[config.mk]
export PLATFORM = sky130hd
export DESIGN_NAME = ika9958_mem_slot_sched
export DESIGN_NICKNAME = d
export VERILOG_FILES = /design/src/rtl/ika9958_mem_slot_sched.sv
export SDC_FILE = /design/constraint.sdc
export NUM_CORES = 1
export LEC_CHECK = 0
export BUFFER_PORTS_ARGS = -buffer_cell sky130_fd_sc_hd__buf_2
export CORE_MARGIN = 2
export CORE_UTILIZATION = 54
export CTS_CLUSTER_DIAMETER = 60
export CTS_CLUSTER_SIZE = 8
export DETAILED_ROUTE_END_ITERATION = 10
export GPL_ROUTABILITY_DRIVEN = 0
export PLACE_DENSITY = 0.81
export RECOVER_POWER = 50
export SYNTH_ARGS = -nofsm -noshare
export SYNTH_HDL_FRONTEND = slang
export SYNTH_SLANG_ARGS = --single-unit
[constraint.sdc]
create_clock -name phiA -period 2.3 [get_ports phiA]
set_clock_uncertainty 0.05 [all_clocks]
set_input_delay 0.115 -clock phiA [delete_from_list [all_inputs] [get_ports phiA]]
set_output_delay 0.115 -clock phiA [all_outputs]
set_load 0.01 [all_outputs]
[src/rtl/ika9958_mem_slot_sched.sv]
// Memory-slot scheduler: turns each 8-strobe cpc access slot into one arbitrated DRAM cycle.
// Grants display/refresh/CPU/CMD at k=0, then sequences RAS/CAS/WE and acks the winner.
module ika9958_mem_slot_sched #(
  parameter int RFSH_PERIOD = 16,
  parameter int CMD_STARVE  = 4
) (
  input  logic       phiA,
  input  logic       RST_async_n,
  input  logic       phiL_NCEN,
  input  logic [7:0] m8c,
  input  logic       disp_active,
  input  logic       refresh_en,
  input  logic       cpu_req,
  input  logic       cpu_wr,
  input  logic       cmd_req,
  input  logic       cmd_wr,
  output logic [2:0] owner,
  output logic       ras_n,
  output logic       cas_n,
  output logic       we_n,
  output logic       cpu_ack,
  output logic       cmd_ack,
  output logic [7:0] rfsh_addr,
  output logic       rfsh_overrun,
  output logic       slot_abort
);

  localparam int TW = (RFSH_PERIOD > 2) ? $clog2(RFSH_PERIOD) : 1;
  localparam int SW = $clog2(CMD_STARVE + 1);
  localparam logic [2:0] OW_IDLE = 3'd0;
  localparam logic [2:0] OW_DISP = 3'd1;
  localparam logic [2:0] OW_RFSH = 3'd2;
  localparam logic [2:0] OW_CPU  = 3'd3;
  localparam logic [2:0] OW_CMD  = 3'd4;
  localparam logic [TW-1:0] TMR_LAST  = TW'(RFSH_PERIOD - 1);
  localparam logic [SW-1:0] STARVE_MX = SW'(CMD_STARVE);

  logic [2:0]    r_owner, w_owner, w_grant;
  logic          r_wr, w_wr, r_busy, w_busy;
  logic          r_ras_n, w_ras_n, r_cas_n, w_cas_n, r_we_n, w_we_n;
  logic          r_cpu_ack, w_cpu_ack, r_cmd_ack, w_cmd_ack;
  logic          r_overrun, w_overrun, r_abort, w_abort;
  logic [7:0]    r_raddr, w_raddr;
  logic [TW-1:0] r_timer, w_timer;
  logic          r_pend, w_pend, w_pend_eff, w_wrap;
  logic [SW-1:0] r_starve, w_starve;
  logic          r_tog, w_tog, w_tog_eff;
  logic          r_disp_prev, w_disp_prev;
  logic          r_gap, w_gap, w_text;

  // State register
  always_ff @(posedge phiA or negedge RST_async_n) begin
    if (!RST_async_n) begin
      r_owner     <= OW_IDLE;
      r_wr        <= 1'b0;
      r_busy      <= 1'b0;
      r_ras_n     <= 1'b1;
      r_cas_n     <= 1'b1;
      r_we_n      <= 1'b1;
      r_cpu_ack   <= 1'b0;
      r_cmd_ack   <= 1'b0;
      r_overrun   <= 1'b0;
      r_abort     <= 1'b0;
      r_raddr     <= '0;
      r_timer     <= '0;
      r_pend      <= 1'b0;
      r_starve    <= '0;
      r_tog       <= 1'b0;
      r_disp_prev <= 1'b0;
      r_gap       <= 1'b0;
    end else if (phiL_NCEN) begin
      r_owner     <= w_owner;
      r_wr        <= w_wr;
      r_busy      <= w_busy;
      r_ras_n     <= w_ras_n;
      r_cas_n     <= w_cas_n;
      r_we_n      <= w_we_n;
      r_cpu_ack   <= w_cpu_ack;
      r_cmd_ack   <= w_cmd_ack;
      r_overrun   <= w_overrun;
      r_abort     <= w_abort;
      r_raddr     <= w_raddr;
      r_timer     <= w_timer;
      r_pend      <= w_pend;
      r_starve    <= w_starve;
      r_tog       <= w_tog;
      r_disp_prev <= w_disp_prev;
      r_gap       <= w_gap;
    end
  end

  // Next state: arbitration at k=0, strobe sequencing at k=1..7
  always_comb begin
    w_owner     = r_owner;
    w_wr        = r_wr;
    w_busy      = r_busy;
    w_ras_n     = r_ras_n;
    w_cas_n     = r_cas_n;
    w_we_n      = r_we_n;
    w_cpu_ack   = 1'b0;
    w_cmd_ack   = 1'b0;
    w_overrun   = 1'b0;
    w_abort     = 1'b0;
    w_raddr     = r_raddr;
    w_timer     = r_timer;
    w_pend      = r_pend;
    w_starve    = r_starve;
    w_tog       = r_tog;
    w_disp_prev = r_disp_prev;
    w_gap       = r_gap;
    w_grant     = OW_IDLE;
    w_pend_eff  = 1'b0;
    w_wrap      = 1'b0;
    w_tog_eff   = 1'b0;
    // A strobe-free edge since the last slot start means 12-cycle text-mode slots
    w_text      = r_gap;

    if (m8c == 8'h00) begin
      w_gap = 1'b1;
    end else begin
      if (!cmd_req) w_starve = '0;
      if (m8c[0]) begin
        w_abort    = r_busy;
        w_ras_n    = 1'b1;
        w_cas_n    = 1'b1;
        w_we_n     = 1'b1;
        // An interrupted refresh is still owed
        w_pend_eff = refresh_en & (r_pend | (r_busy & (r_owner == OW_RFSH)));
        w_tog_eff  = r_disp_prev & ~w_text & r_tog;
        if (disp_active && !w_tog_eff)                w_grant = OW_DISP;
        else if (w_pend_eff)                          w_grant = OW_RFSH;
        else if (cmd_req && (r_starve == STARVE_MX))  w_grant = OW_CMD;
        else if (cpu_req)                             w_grant = OW_CPU;
        else if (cmd_req)                             w_grant = OW_CMD;
        w_owner     = w_grant;
        w_busy      = (w_grant != OW_IDLE);
        w_wr        = ((w_grant == OW_CPU) & cpu_wr) | ((w_grant == OW_CMD) & cmd_wr);
        w_tog       = disp_active & ~w_text & ~w_tog_eff;
        w_disp_prev = disp_active;
        w_gap       = 1'b0;
        if ((w_grant == OW_CMD) || !cmd_req)                    w_starve = '0;
        else if ((w_grant == OW_CPU) && (r_starve != STARVE_MX)) w_starve = r_starve + SW'(1);
        if (refresh_en) begin
          w_wrap  = (r_timer == TMR_LAST);
          w_timer = w_wrap ? '0 : r_timer + TW'(1);
          w_pend  = w_pend_eff & (w_grant != OW_RFSH);
          if (w_wrap) begin
            w_overrun = w_pend;
            w_pend    = 1'b1;
          end
        end
      end else if (r_busy) begin
        case (m8c)
          8'h02: w_ras_n = 1'b0;
          8'h04: if (r_wr) w_we_n = 1'b0;
          8'h08: if (r_owner != OW_RFSH) w_cas_n = 1'b0;
          8'h20: if (r_owner == OW_RFSH) begin
            w_ras_n = 1'b1;
            w_raddr = r_raddr + 8'd1;
          end
          8'h40: if (r_owner != OW_RFSH) begin
            w_cas_n   = 1'b1;
            w_we_n    = 1'b1;
            w_cpu_ack = (r_owner == OW_CPU);
            w_cmd_ack = (r_owner == OW_CMD);
          end
          8'h80: begin
            w_ras_n = 1'b1;
            w_busy  = 1'b0;
            w_owner = OW_IDLE;
          end
          default: ;
        endcase
      end
      if (!refresh_en) begin
        w_timer = '0;
        w_pend  = 1'b0;
      end
    end
  end

  // Outputs are straight from flops
  always_comb begin
    owner        = r_owner;
    ras_n        = r_ras_n;
    cas_n        = r_cas_n;
    we_n         = r_we_n;
    cpu_ack      = r_cpu_ack;
    cmd_ack      = r_cmd_ack;
    rfsh_addr    = r_raddr;
    rfsh_overrun = r_overrun;
    slot_abort   = r_abort;
  end

endmodule

# Word level (Yosys, flattened, before mapping)
# Index checks and enable logic that the tools add are counted.
[op_classes]
bitwise_logic = 15
n_mul = 0
n_addsub = 3
shifts = 0
mux = 54
reduce_logical = 23
n_eq_ne = 21
n_div = 0
order_cmp = 0
[ops]
columns = ["op", "count"]
rows = [
  ["$mux 3", 14],
  ["$mux 1", 34],
  ["$reduce_and 6->1", 3],
  ["$ne 3x3->1 const B", 5],
  ["$mux 4", 3],
  ["$and 1x1->1", 9],
  ["$eq 3x2->1 const B", 3],
  ["$eq 3x3->1 const B", 3],
  ["$reduce_bool 3->1", 3],
  ["$add 8x1->8 const B", 1],
  ["$eq 8x2->1 const B", 1],
  ["$eq 8x3->1 const B", 1],
  ["$eq 8x4->1 const B", 1],
  ["$eq 8x6->1 const B", 1],
  ["$eq 8x7->1 const B", 1],
  ["$eq 8x8->1 const B", 1],
  ["$logic_not 8->1", 1],
  ["$ne 3x2->1 const B", 2],
  ["$reduce_and 3->1", 2],
  ["$reduce_bool 2->1", 3],
  ["$reduce_and 5->1", 1],
  ["$add 4x1->4 const B", 1],
  ["$eq 4x4->1 const B", 1],
  ["$not 1->1", 4],
  ["other kinds (11)", 17],
]
[totals]
inputBits = 17
latchBits = 0
mem_count = 0
mem_bits_ro = 0
reg_bits = 31
wordCells = 133
mem_bits_rw = 0

# Longest topological paths before layout
[depth]
depth_word = 14
mapped_depth = 6

# Worst setup path before layout
# No wires, ideal clock.
[synth_timing]
kind = "register -> register"
start = "register r_owner[0] (netlist: owner[0])"
end = "register r_raddr[1] (netlist: rfsh_addr[1])"
setup_ns = 0.125
synth_period_minus_slack_ns = 1.896
stages_incl_launch_ff = 4
required_ns = 2.125
slack_ns = 0.404
path_buffers = 0
arrival_time_ns = 1.722
path_cell_list = "dfrtp_1 or3b_2 nor4_4 mux2_2"
[synth_between]
elab_chain_len = 2
[synth_lines]
columns = ["element", "line", "rtl"]
rows = [
  ["start, declared", "38", "logic [2:0] r_owner, w_owner, w_grant;"],
  ["start signal, assigned", "72", "r_owner <= w_owner;"],
  ["$eq 3x2->1", "157", "8'h20: if (r_owner == OW_RFSH) begin"],
  ["$reduce_and 6->1 (no source line)", "--", ""],
  ["end signal, assigned", "82", "r_raddr <= w_raddr;"],
  ["end, declared", "43", "logic [7:0] r_raddr, w_raddr;"],
]
# Every way passes these cells.
# A chain may end at the register's enable or synchronous reset.

# Worst setup path after layout
[layout_timing]
start = "register r_owner[1] (netlist: owner[1])"
end = "register r_raddr[1] (netlist: rfsh_addr[1])"
# Same word-level chain as after synthesis.

==> impl_metrics.yaml <==
run_status:
  status: "finished with violations"
  violations: "capacitance limit, slew limit"
timing:
  period_minus_slack_ns: 2.000
  holdWs_ns: 0.04892
  max_slew_margin: -0.09335
  setup_violations: 0
  fmax_mhz: 500.0
  hold_viol: 0
  rsz0062_at_grt: "false"
  tightest_slew_ns: 1.640
  drv_slew: 32
  fin_setup_tns_ns: 0
  fin_crit_sh: 0.8696
routing:
  routed_wl_mm: 4.233
  drtAntennaViolNets: 0
  wl_per_cell_microns: 15.97
  vias: 1593
  vias_per_cell: 6.011
  dr.pass1.iters: 4
  drtIter0Drc: 88
  drcViolationCount: 0
critical_path:
  crit_slowest_cell: "or3b_2"
  required_ns: 2.48
  cpPeakStageDelay_ns: 0.55
  worst_setup_path_end_kind: "flop"
  start_kind: "flop"
  path_cells: "or3b_2 > nor4_4 > mux2_2"
  crit_family: "simple AND/OR/NAND/NOR gates"
  crit_arrival_ns: 2.18
  critPathBufInv: 0
  critPathMaxFanout: 7
  critPathKind: "flop to flop"
global_route:
  antenna_found_initial: 0
  grt-ovfl-total: 0
  grt_pass1_vias: 1534
  grtUsageTotal: 0.2521
  grt_max_degree: 32
  grt_pass1_wl_mm: 6.824
clocking:
  clk_latency_ns: 0.34
  ctsResizeCount: 0
  cts_tree: "yes"
  cts_buffers: 5
  htree_levels: 2
  root_buffer: "clkbuf_4"
  clk_path_buf_depth: 2
  path_clk_slew_ns: 0.11
  cts.sinks: 31
logic_synthesis:
  yosys.area.top_type: "dfrtp_1"
  synth_edf_count: 0
  synthFlopType: "dfrtp_1"
  synthCells: 181
  synth_top_area_share: 0.4011
  yosysWarnings: 0
  synth-seq-cells: 31
  syn_area_per_cell_sq_um: 9.650
  synth_cell_type_count: 48
  synth.area.top_cells: "dfrtp_1 40%, nand2_1 5.4%, dfstp_2 4.5%, o21ai_0 4.3%, ha_1 2.9%"
  syn_area_sq_mm: 0.001747
  synthArstFlopShare: 1.000
  synth.net_count: 202
  ys_seq_area_frac: 0.4463
floorplan:
  fp.dieArea_sq_mm: 0.003706
  rows: 20
  die_x_microns: 60.88
  ios: 35
  die_h_microns: 60.88
  start_util: 0.5721
  coreArea_sq_mm: 0.003053
layout:
  final_layout_size_suffix_gt1_frac: 0.2262
  nNetsFinal: 241
  nFillCells: 263
  area_growth_pct: 17.69
  final_core_util: 0.6734
  layout.cells.most_common: "dfrtp_1"
  final_cell_mix: "28 x dfrtp_1, 25 x nand2_1, 25 x buf_2"
  instances_no_fill: 265
  antennaDiodeCount: 0
placed_design:
  dp.final_hpwl_mm: 3.080
  dpl.cell_count: 255
  io_buffers: 34
pwr:
  finalPower_mw: 1.289
  powerDensity_mw_per_mm2: 627.0
  cellLeakagePower_nw: 0.9246
  peakVddDrop_uv: 298.3
hold_path:
  hold_class: "primary input to flop"
job:
  maxCapViolCount: 1
[state kept, by name, summed over array words and instances, names as in the netlist]
register	count
rfsh_addr	8
r_timer	4
owner	3
r_starve	3
cas_n	1
cmd_ack	1
cpu_ack	1
r_busy	1
r_disp_prev	1
r_gap	1
r_pend	1
r_tog	1
r_wr	1
ras_n	1
rfsh_overrun	1
slot_abort	1
we_n	1
[final cells by class]
class / count / area (sq um) / area share
clock buffer: 6 / 51.30 / 0.02495
clock inverter: 2 / 35.03 / 0.01704
timing repair buffer: 37 / 186.4 / 0.09069
inverter: 8 / 30.03 / 0.01461
multi-input combinational: 137 / 918.4 / 0.4467
tap: 44 / 55.05 / 0.02678
sequential: 31 / 779.5 / 0.3792
[metrics by stage]
stage | cell area, sq um | setup slack (ns)
floorplan | 1747 | 0.4036
global placement | 1961 | 0.3963
detailed placement | 1961 | 0.3317
CTS | 2067 | 0.2894
global route | 2056 | 0.1962
finish | 2056 | 0.2999
[tightest hold or removal path, cell delays in order]
cell and delay [ns]:
buf_2 0.12, nor4_1 0.05, o21ai_0 0.13
[timing repair]
item                                   CTS  global route
hold buffers                             2             0
setup buffers                            0             0
endpoints found under the hold margin   29             0
[worst paths after layout]
kind	from	to	slack, ns	cells after the start
worst min register to register	rfsh_addr[7]	rfsh_addr[7]	0.42	1
worst max-delay path	owner[1]	rfsh_addr[1]	0.30	3
worst max register to register	owner[1]	rfsh_addr[1]	0.30	3
min in group asynchronous	RST_async_n	r_busy	0.70	2
max in group asynchronous	RST_async_n	r_starve[2]	0.55	2
worst min-delay path	cpu_req	r_busy	0.05	3
[per-layer routing]
| metal | GRT usage | vias to the layer above | wire length (microns) |
|---|---|---|---|
| li1 | - | 757 | - |
| met1 | 0.3060 | 781 | 1782 |
| met2 | 0.4255 | 46 | 2134 |
| met3 | 0.07036 | 9 | 242 |
| met4 | 0.09627 | 0 | 74 |
| met5 | 0 | - | 0 |
[cell usage after synthesis, types with 5 or more instances]
master / count
nand3_1: 10
inv_1: 8
clkbuf_1: 5
nand2_1: 25
nor2_1: 7
dfrtp_1: 28
nor3_1: 7
o21ai_0: 15
[power by group]
| part | switching [mW] | internal, mW |
|---|---|---|
| logic | 0.127 | 0.0830 |
| registers | 0.0446 | 0.581 |
| clock network | 0.197 | 0.257 |
| total | 0.368 | 0.921 |
[cells by family (layout without fill, tap and decap cells)]
group	count (synthesis)	in the layout	synth area share
AOI/OAI and AO/OA	46	46	0.1870
muxes	1	1	0.006447
xor gates and xnor gates	7	7	0.03510
buffers and inverters	13	53	0.02794
adders and majority gates	4	4	0.02865
and+or+nand+nor	79	79	0.2686
DFF	31	31	0.4463
Power figures use the tool's default switching activity.
